==> src/rtl/pong_pkg.sv <==
// Shared Pong definitions: FSM encoding, winner codes and screen/paddle geometry
// used by the game controller as well as the paddle and ball rendering blocks.
package pong_pkg;

    typedef enum logic [2:0] {
        ST_IDLE     = 3'd0,
        ST_SERVE    = 3'd1,
        ST_PLAY     = 3'd2,
        ST_POINT    = 3'd3,
        ST_GAMEOVER = 3'd4
    } state_t;

    localparam logic [1:0] WIN_NONE = 2'b00;
    localparam logic [1:0] WIN_P1   = 2'b01;
    localparam logic [1:0] WIN_P2   = 2'b10;

    localparam int H_RES     = 640;
    localparam int V_RES     = 480;
    localparam int BALL_SIZE = 8;
    localparam int PAD_W     = 10;
    localparam int PAD_H     = 80;
    localparam int P1_X      = 50;
    localparam int P2_X      = 590;

endpackage

==> src/rtl/pong_collide.sv <==
// Combinational per-frame ball step: wall bounces, paddle bounces and miss
// detection from the current position, direction and paddle rows.
module pong_collide
    import pong_pkg::*;
#(
    parameter int SPEED = 2
) (
    input  logic [9:0] ball_x,
    input  logic [9:0] ball_y,
    input  logic       vx_neg,
    input  logic       vy_neg,
    input  logic [9:0] p1_y,
    input  logic [9:0] p2_y,
    output logic [9:0] next_x,
    output logic [9:0] next_y,
    output logic       next_vx_neg,
    output logic       next_vy_neg,
    output logic       p1_point,
    output logic       p2_point
);

    localparam logic signed [11:0] STEP     = 12'(SPEED);
    localparam logic signed [11:0] BALL     = 12'(BALL_SIZE);
    localparam logic signed [11:0] Y_MAX    = 12'(V_RES - BALL_SIZE);
    localparam logic signed [11:0] X_LIMIT  = 12'(H_RES);
    localparam logic signed [11:0] P1_LEFT  = 12'(P1_X);
    localparam logic signed [11:0] P1_RIGHT = 12'(P1_X + PAD_W);
    localparam logic signed [11:0] P2_LEFT  = 12'(P2_X);
    localparam logic signed [11:0] P2_RIGHT = 12'(P2_X + PAD_W);
    localparam logic signed [11:0] PAD_LEN  = 12'(PAD_H);
    localparam logic signed [11:0] ZERO     = 12'sd0;

    logic signed [11:0] vx, vy, nx, ny, pad1, pad2;
    logic               overlap1, overlap2;

    // 12-bit signed arithmetic so a step past the top or left edge goes negative
    assign vx       = vx_neg ? -STEP : STEP;
    assign vy       = vy_neg ? -STEP : STEP;
    assign nx       = $signed({2'b00, ball_x}) + vx;
    assign ny       = $signed({2'b00, ball_y}) + vy;
    assign pad1     = $signed({2'b00, p1_y});
    assign pad2     = $signed({2'b00, p2_y});
    assign overlap1 = (ny + BALL > pad1) && (ny < pad1 + PAD_LEN);
    assign overlap2 = (ny + BALL > pad2) && (ny < pad2 + PAD_LEN);

    always_comb begin
        next_x      = ball_x;
        next_y      = ny[9:0];
        next_vx_neg = vx_neg;
        next_vy_neg = vy_neg;
        p1_point    = 1'b0;
        p2_point    = 1'b0;

        if (ny <= ZERO) begin
            next_y      = 10'd0;
            next_vy_neg = 1'b0;
        end else if (ny >= Y_MAX) begin
            next_y      = 10'(V_RES - BALL_SIZE);
            next_vy_neg = 1'b1;
        end

        // Paddle hits take priority over misses so a ball clipping a paddle edge survives
        if (vx_neg && (nx <= P1_RIGHT) && (nx + BALL > P1_LEFT) && overlap1) begin
            next_x      = 10'(P1_X + PAD_W);
            next_vx_neg = 1'b0;
        end else if (!vx_neg && (nx + BALL >= P2_LEFT) && (nx < P2_RIGHT) && overlap2) begin
            next_x      = 10'(P2_X - BALL_SIZE);
            next_vx_neg = 1'b1;
        end else if (nx <= ZERO) begin
            p2_point = 1'b1;
        end else if (nx + BALL >= X_LIMIT) begin
            p1_point = 1'b1;
        end else begin
            next_x = nx[9:0];
        end
    end

endmodule

==> src/rtl/pong_game_ctrl.sv <==
// Pong game sequencer: idle/serve/play/point/game-over FSM, scores and the
// registered ball state, all advancing only on the frame tick.
module pong_game_ctrl
    import pong_pkg::*;
#(
    parameter int SPEED        = 2,
    parameter int SERVE_FRAMES = 60,
    parameter int WIN_SCORE    = 7
) (
    input  logic       vga_clk,
    input  logic       reset_n,
    input  logic       frame_tick,
    input  logic       start_btn,
    input  logic [9:0] p1_y,
    input  logic [9:0] p2_y,
    output logic [9:0] ball_x,
    output logic [9:0] ball_y,
    output logic [3:0] score_p1,
    output logic [3:0] score_p2,
    output logic [2:0] game_state,
    output logic       point_pulse,
    output logic [1:0] winner
);

    localparam int               CNT_W      = $clog2(SERVE_FRAMES + 1);
    localparam logic [CNT_W-1:0] SERVE_LAST = CNT_W'(SERVE_FRAMES - 1);
    localparam logic [3:0]       WIN_MAX    = 4'(WIN_SCORE);
    localparam logic [9:0]       X_CENTRE   = 10'((H_RES - BALL_SIZE) / 2);
    localparam logic [9:0]       Y_CENTRE   = 10'((V_RES - BALL_SIZE) / 2);

    state_t           state, state_next;
    logic [9:0]       x_next, y_next;
    logic             vx_neg, vy_neg, vx_neg_next, vy_neg_next;
    logic [3:0]       s1_next, s2_next;
    logic             pulse_next;
    logic [1:0]       winner_next;
    logic [CNT_W-1:0] serve_cnt, cnt_next;
    logic             p1_scored, p1_scored_next;

    logic [9:0] col_x, col_y;
    logic       col_vx_neg, col_vy_neg, col_p1_point, col_p2_point;

    pong_collide #(
        .SPEED(SPEED)
    ) u_collide (
        .ball_x     (ball_x),
        .ball_y     (ball_y),
        .vx_neg     (vx_neg),
        .vy_neg     (vy_neg),
        .p1_y       (p1_y),
        .p2_y       (p2_y),
        .next_x     (col_x),
        .next_y     (col_y),
        .next_vx_neg(col_vx_neg),
        .next_vy_neg(col_vy_neg),
        .p1_point   (col_p1_point),
        .p2_point   (col_p2_point)
    );

    assign game_state = state;

    always_comb begin
        state_next     = state;
        x_next         = ball_x;
        y_next         = ball_y;
        vx_neg_next    = vx_neg;
        vy_neg_next    = vy_neg;
        s1_next        = score_p1;
        s2_next        = score_p2;
        pulse_next     = 1'b0;
        winner_next    = winner;
        cnt_next       = serve_cnt;
        p1_scored_next = p1_scored;

        case (state)
            ST_IDLE, ST_GAMEOVER: begin
                if (start_btn) begin
                    state_next  = ST_SERVE;
                    x_next      = X_CENTRE;
                    y_next      = Y_CENTRE;
                    vx_neg_next = 1'b0;
                    vy_neg_next = 1'b0;
                    s1_next     = '0;
                    s2_next     = '0;
                    winner_next = WIN_NONE;
                    cnt_next    = '0;
                end
            end
            ST_SERVE: begin
                if (frame_tick) begin
                    if (serve_cnt == SERVE_LAST) begin
                        state_next = ST_PLAY;
                        cnt_next   = '0;
                    end else begin
                        cnt_next = serve_cnt + CNT_W'(1);
                    end
                end
            end
            ST_PLAY: begin
                if (frame_tick) begin
                    if (col_p1_point || col_p2_point) begin
                        // Recentre and serve toward whoever just conceded
                        state_next     = ST_POINT;
                        pulse_next     = 1'b1;
                        x_next         = X_CENTRE;
                        y_next         = Y_CENTRE;
                        vx_neg_next    = col_p2_point;
                        p1_scored_next = col_p1_point;
                        if (col_p1_point && score_p1 < WIN_MAX) s1_next = score_p1 + 4'd1;
                        if (col_p2_point && score_p2 < WIN_MAX) s2_next = score_p2 + 4'd1;
                    end else begin
                        x_next      = col_x;
                        y_next      = col_y;
                        vx_neg_next = col_vx_neg;
                        vy_neg_next = col_vy_neg;
                    end
                end
            end
            ST_POINT: begin
                if (p1_scored ? (score_p1 == WIN_MAX) : (score_p2 == WIN_MAX)) begin
                    state_next  = ST_GAMEOVER;
                    winner_next = p1_scored ? WIN_P1 : WIN_P2;
                end else begin
                    state_next = ST_SERVE;
                    cnt_next   = '0;
                end
            end
            default: state_next = ST_IDLE;
        endcase
    end

    always_ff @(posedge vga_clk or negedge reset_n) begin
        if (!reset_n) begin
            state       <= ST_IDLE;
            ball_x      <= X_CENTRE;
            ball_y      <= Y_CENTRE;
            vx_neg      <= 1'b0;
            vy_neg      <= 1'b0;
            score_p1    <= '0;
            score_p2    <= '0;
            point_pulse <= 1'b0;
            winner      <= WIN_NONE;
            serve_cnt   <= '0;
            p1_scored   <= 1'b0;
        end else begin
            state       <= state_next;
            ball_x      <= x_next;
            ball_y      <= y_next;
            vx_neg      <= vx_neg_next;
            vy_neg      <= vy_neg_next;
            score_p1    <= s1_next;
            score_p2    <= s2_next;
            point_pulse <= pulse_next;
            winner      <= winner_next;
            serve_cnt   <= cnt_next;
            p1_scored   <= p1_scored_next;
        end
    end

endmodule

==> config.mk <==
export PLATFORM = sky130hd
export DESIGN_NAME = pong_game_ctrl
export DESIGN_NICKNAME = d
export VERILOG_FILES = /design/src/rtl/pong_pkg.sv /design/src/rtl/pong_collide.sv /design/src/rtl/pong_game_ctrl.sv
export SDC_FILE = /design/constraint.sdc
export NUM_CORES = 1
export LEC_CHECK = 0
export BUFFER_PORTS_ARGS = -buffer_cell sky130_fd_sc_hd__buf_2
export CORE_ASPECT_RATIO = 1.5
export CORE_MARGIN = 3
export CORE_UTILIZATION = 55
export DETAILED_ROUTE_END_ITERATION = 7
export PLACE_DENSITY = 0.76
export SLEW_MARGIN = 20
export SYNTH_ARGS = -nofsm -noshare
export SYNTH_HDL_FRONTEND = slang
export SYNTH_SLANG_ARGS = --single-unit
==> constraint.sdc <==
create_clock -name vga_clk -period 4.9 [get_ports vga_clk]
set_input_delay 0.49 -clock vga_clk [delete_from_list [all_inputs] [get_ports vga_clk]]
set_output_delay 0.49 -clock vga_clk [all_outputs]
set_load 0.01 [all_outputs]
==> results.md <==
* Root buffer cell: clkbuf_16
* CP cell instances: fa_1, xor2_2, inv_2, or4_4, a211oi_4, nand2_1, xnor2_1, ha_1, nand4_1, nor2_2, a21oi_1, a31oi_2, nor4_1, a21oi_1, o2111ai_2, o21ai_2, or3_1, o31ai_2
* Worst reg2reg endpoint: ball_x[7]
* Fill count at 841
* Top FF cell, synth: dfrtp_1
* Syn Std Cell Area at 0.00539 sq mm
* Post-Place Cells at 796
* H-Tree Level Count at 2
* Initial Util at 57.2%
* Grt total ovfl at 0
* Via count at 5348
* Row count at 43
* Hold WC Path Type: input port to asynchronous set/reset pin
* Initial antenna violation count at 0
* Top cell by count, worst path: a21oi_1
* Critical Path End: ball_x[7]
* GRT Total Usage at 27.0%
* DRT antenna net count at 0
* Max frequency at 219 MHz
* Synthesized instance count at 635
* First-pass GRT wire length at 24600 um
* Area growth, synth to finish at 12.0%
* R2R Path Start: ball_y[1]
* Syn. warnings at 0
* Crit. path cell count at 18
* Worst EP required at 5.10 ns
* Crit path max fanout at 6
* Clk sinks at 41
* Reg-to-reg setup timing slack at 0.33 ns
* Clk_skew at 0.00620 ns
* Vias in the first global route at 5202
* Worst path max stage delay at 0.52 ns
* Detailed-route DRC error count at 0
* Routed wire length at 14700 um
* Num CTS Buffers at 5
* Max Cap Violations at 0
* DPL Wire Length at 11700 um
* Core ar. at 0.00942 sq mm
* Antenna diode count at 0
* Die Area at 0.0110 sq mm
* Setup violations, final at 0
* Routed length per instance at 18.3 um
* Die X at 86.8 um
* Largest net degree at the start of global routing at 42
* Post-layout min period at 4.57 ns
* Port bufs at 55
* Largest area contributor in the synthesized netlist: dfrtp_1
* Setup CP Type: flop to flop
* Area contributors post-synth: dfrtp_1, ha_1, dfstp_2
* Buf+Inv Stages, Crit Path at 1
* Fin crit share at 93.3%
* Top-area cell type share of the netlist area at 14.4%
* Yosys reg bits at 41
* Critical-path top delay cell: fa_1
* Fin. Hold Viols at 0
* Post-synth ARST share at 100%
* CP arrival at 4.77 ns
* Rel. slew slack at 39.9%
* Worst Reg-to-Reg Cells at 18
* Drt first-iter violations at 275
* Final Instance Count excl. Fillers at 805
* Final core occ at 64.1%
* Clock buffer depth at 2
* Fin nets at 780
* Clock-pin transition on the worst setup and hold timing paths at 0.06 ns
* Vias per cell at 6.64
* Startpoint Class: flop
* Syn Area/Cell at 8.48 sq um
* First-pass iteration count of the detailed router at 4
* Fraction of layout cells with a size suffix above 1 at 21.4%
* Io pins at 58
* Status: complete, no violations
* CTS tree: yes
* Crit. End Element: flop
* Sequential share of the synthesized area at 19.3%
* Number of synthesized flops with an enable pin at 0
* Pre-CTS setup slack at 0.0812 ns
* Worst Max-Slew Pin Slew at 0.901 ns
* Final worst slack at 0.327 ns
* Max Slew Vio Count at 0
* Gp weighted congestion at 0.927
* Die H at 127 um
* Cell family with most CP delay: simple AND/OR/NAND/NOR gates
* Synth cell types at 97
* Worst-Skew Late Latency at 0.29 ns
* Critical path origin: ball_y[1]
## kinds of logic (layout without fill, tap and decap cells)
kind of cell,Yosys count,after routing,share of synthesized area (%)
XOR/XNOR,25,25,4.34
buffers and inverters,66,123,5.27
other,1,2,0.0696
flip-flops,41,41,19.3
AND/OR/NAND/NOR,226,226,23.5
multiplexers,5,5,0.953
adder cells (fa/ha/maj),64,64,15.1
AO/OA/AOI/OAI,207,207,31.4
## cells in the final DEF (no fill, tap or decap), types with 8 or more instances in the layout
| master | synthesis | routed |
|---|---|---|
| inv_1 | 40 | 40 |
| o211ai_1 | 14 | 14 |
| xnor2_1 | 14 | 14 |
| buf_4 | 4 | 17 |
| a21o_1 | 14 | 14 |
| ha_1 | 62 | 62 |
| nor2_1 | 38 | 37 |
| o21ai_0 | 30 | 30 |
| nor3_1 | 25 | 25 |
| buf_2 | 5 | 55 |
| a21oi_1 | 35 | 35 |
| and3_1 | 9 | 9 |
| nand3_1 | 14 | 14 |
| nand4_1 | 10 | 10 |
| nand2_1 | 52 | 52 |
| o21a_1 | 9 | 9 |
| dfstp_2 | 10 | 10 |
| nor2b_1 | 8 | 8 |
| a211oi_1 | 8 | 8 |
| dfrtp_1 | 31 | 30 |
| nor3b_1 | 8 | 8 |
## metal layers
layer  up-vias  wire (um)  global-route usage, %
met2       159       7710                   48.6
met5         -          0                      0
li1       2555          -                      -
met3        46        493                   2.45
met4         0        634                   11.0
met1      2588       5890                   32.1
## synthesized netlist by cell type, drive strengths merged, types with 5 or more instances
cell	n
ha	62
nand2	52
inv	43
nor2	40
a21oi	35
o21ai	35
dfrtp	31
nor3	28
nand3	15
a21o	14
o211ai	14
xnor2	14
a211oi	13
clkbuf	12
nand4	12
buf	11
xor2	11
dfstp	10
o21a	10
or3	10
and3	9
nor4	9
nor2b	8
nor3b	8
a2111oi	7
and2	7
nand2b	7
a31oi	6
o31ai	6
o221a	5
o22a	5
o41ai	5
## cell type report
class,count,area (sq um),share of cell area (%)
multi-input combinational,529,4120,68.2
tap,112,140,2.32
timing repair buffer,72,403,6.68
clock buffer,5,125,2.07
clock inverter,3,46.3,0.768
inverter,43,161,2.68
sequential,41,1040,17.2
## per-stage QoR
stage	hold slack, ns	TNS, ns	cell area, sq um
after global placement	0.510	0	5800
after detailed placement	0.522	0	5800
after CTS	0.361	0	5970
after floorplan	0.194	0	5390
after global routing	0.403	-0.00924	6030
final	0.323	0	6030
## how the worst min path moves through the flow
stage / from / end / slack [ns]
2_1_floorplan: reset_n / ball_x[1] / 0.19
4_1_cts: reset_n / score_p2[0] / 0.36
3_5_place_dp: ball_y[3] / ball_y[3] / 0.52
6_report: reset_n / score_p2[1] / 0.32
3_3_place_gp: serve_cnt[1] / serve_cnt[1] / 0.51
5_1_grt: reset_n / score_p2[1] / 0.40
## registers in the layout, indices dropped and copies added (netlist names)
| name | flops |
|---|---|
| winner | 2 |
| ball_y | 9 |
| point_pulse | 1 |
| vy_neg | 1 |
| score_p1 | 4 |
| serve_cnt | 6 |
| p1_scored | 1 |
| score_p2 | 4 |
| game_state | 3 |
| ball_x | 9 |
| vx_neg | 1 |
## repair_timing
action | in CTS | in global routing
resized for setup | 0 | 11
hold buffers | 0 | 0
setup endpoints to repair | 0 | 29
setup buffers | 0 | 1
Power is not shown: default switching activity piles up to over one toggle a cycle in this logic, so the estimate is an artifact.
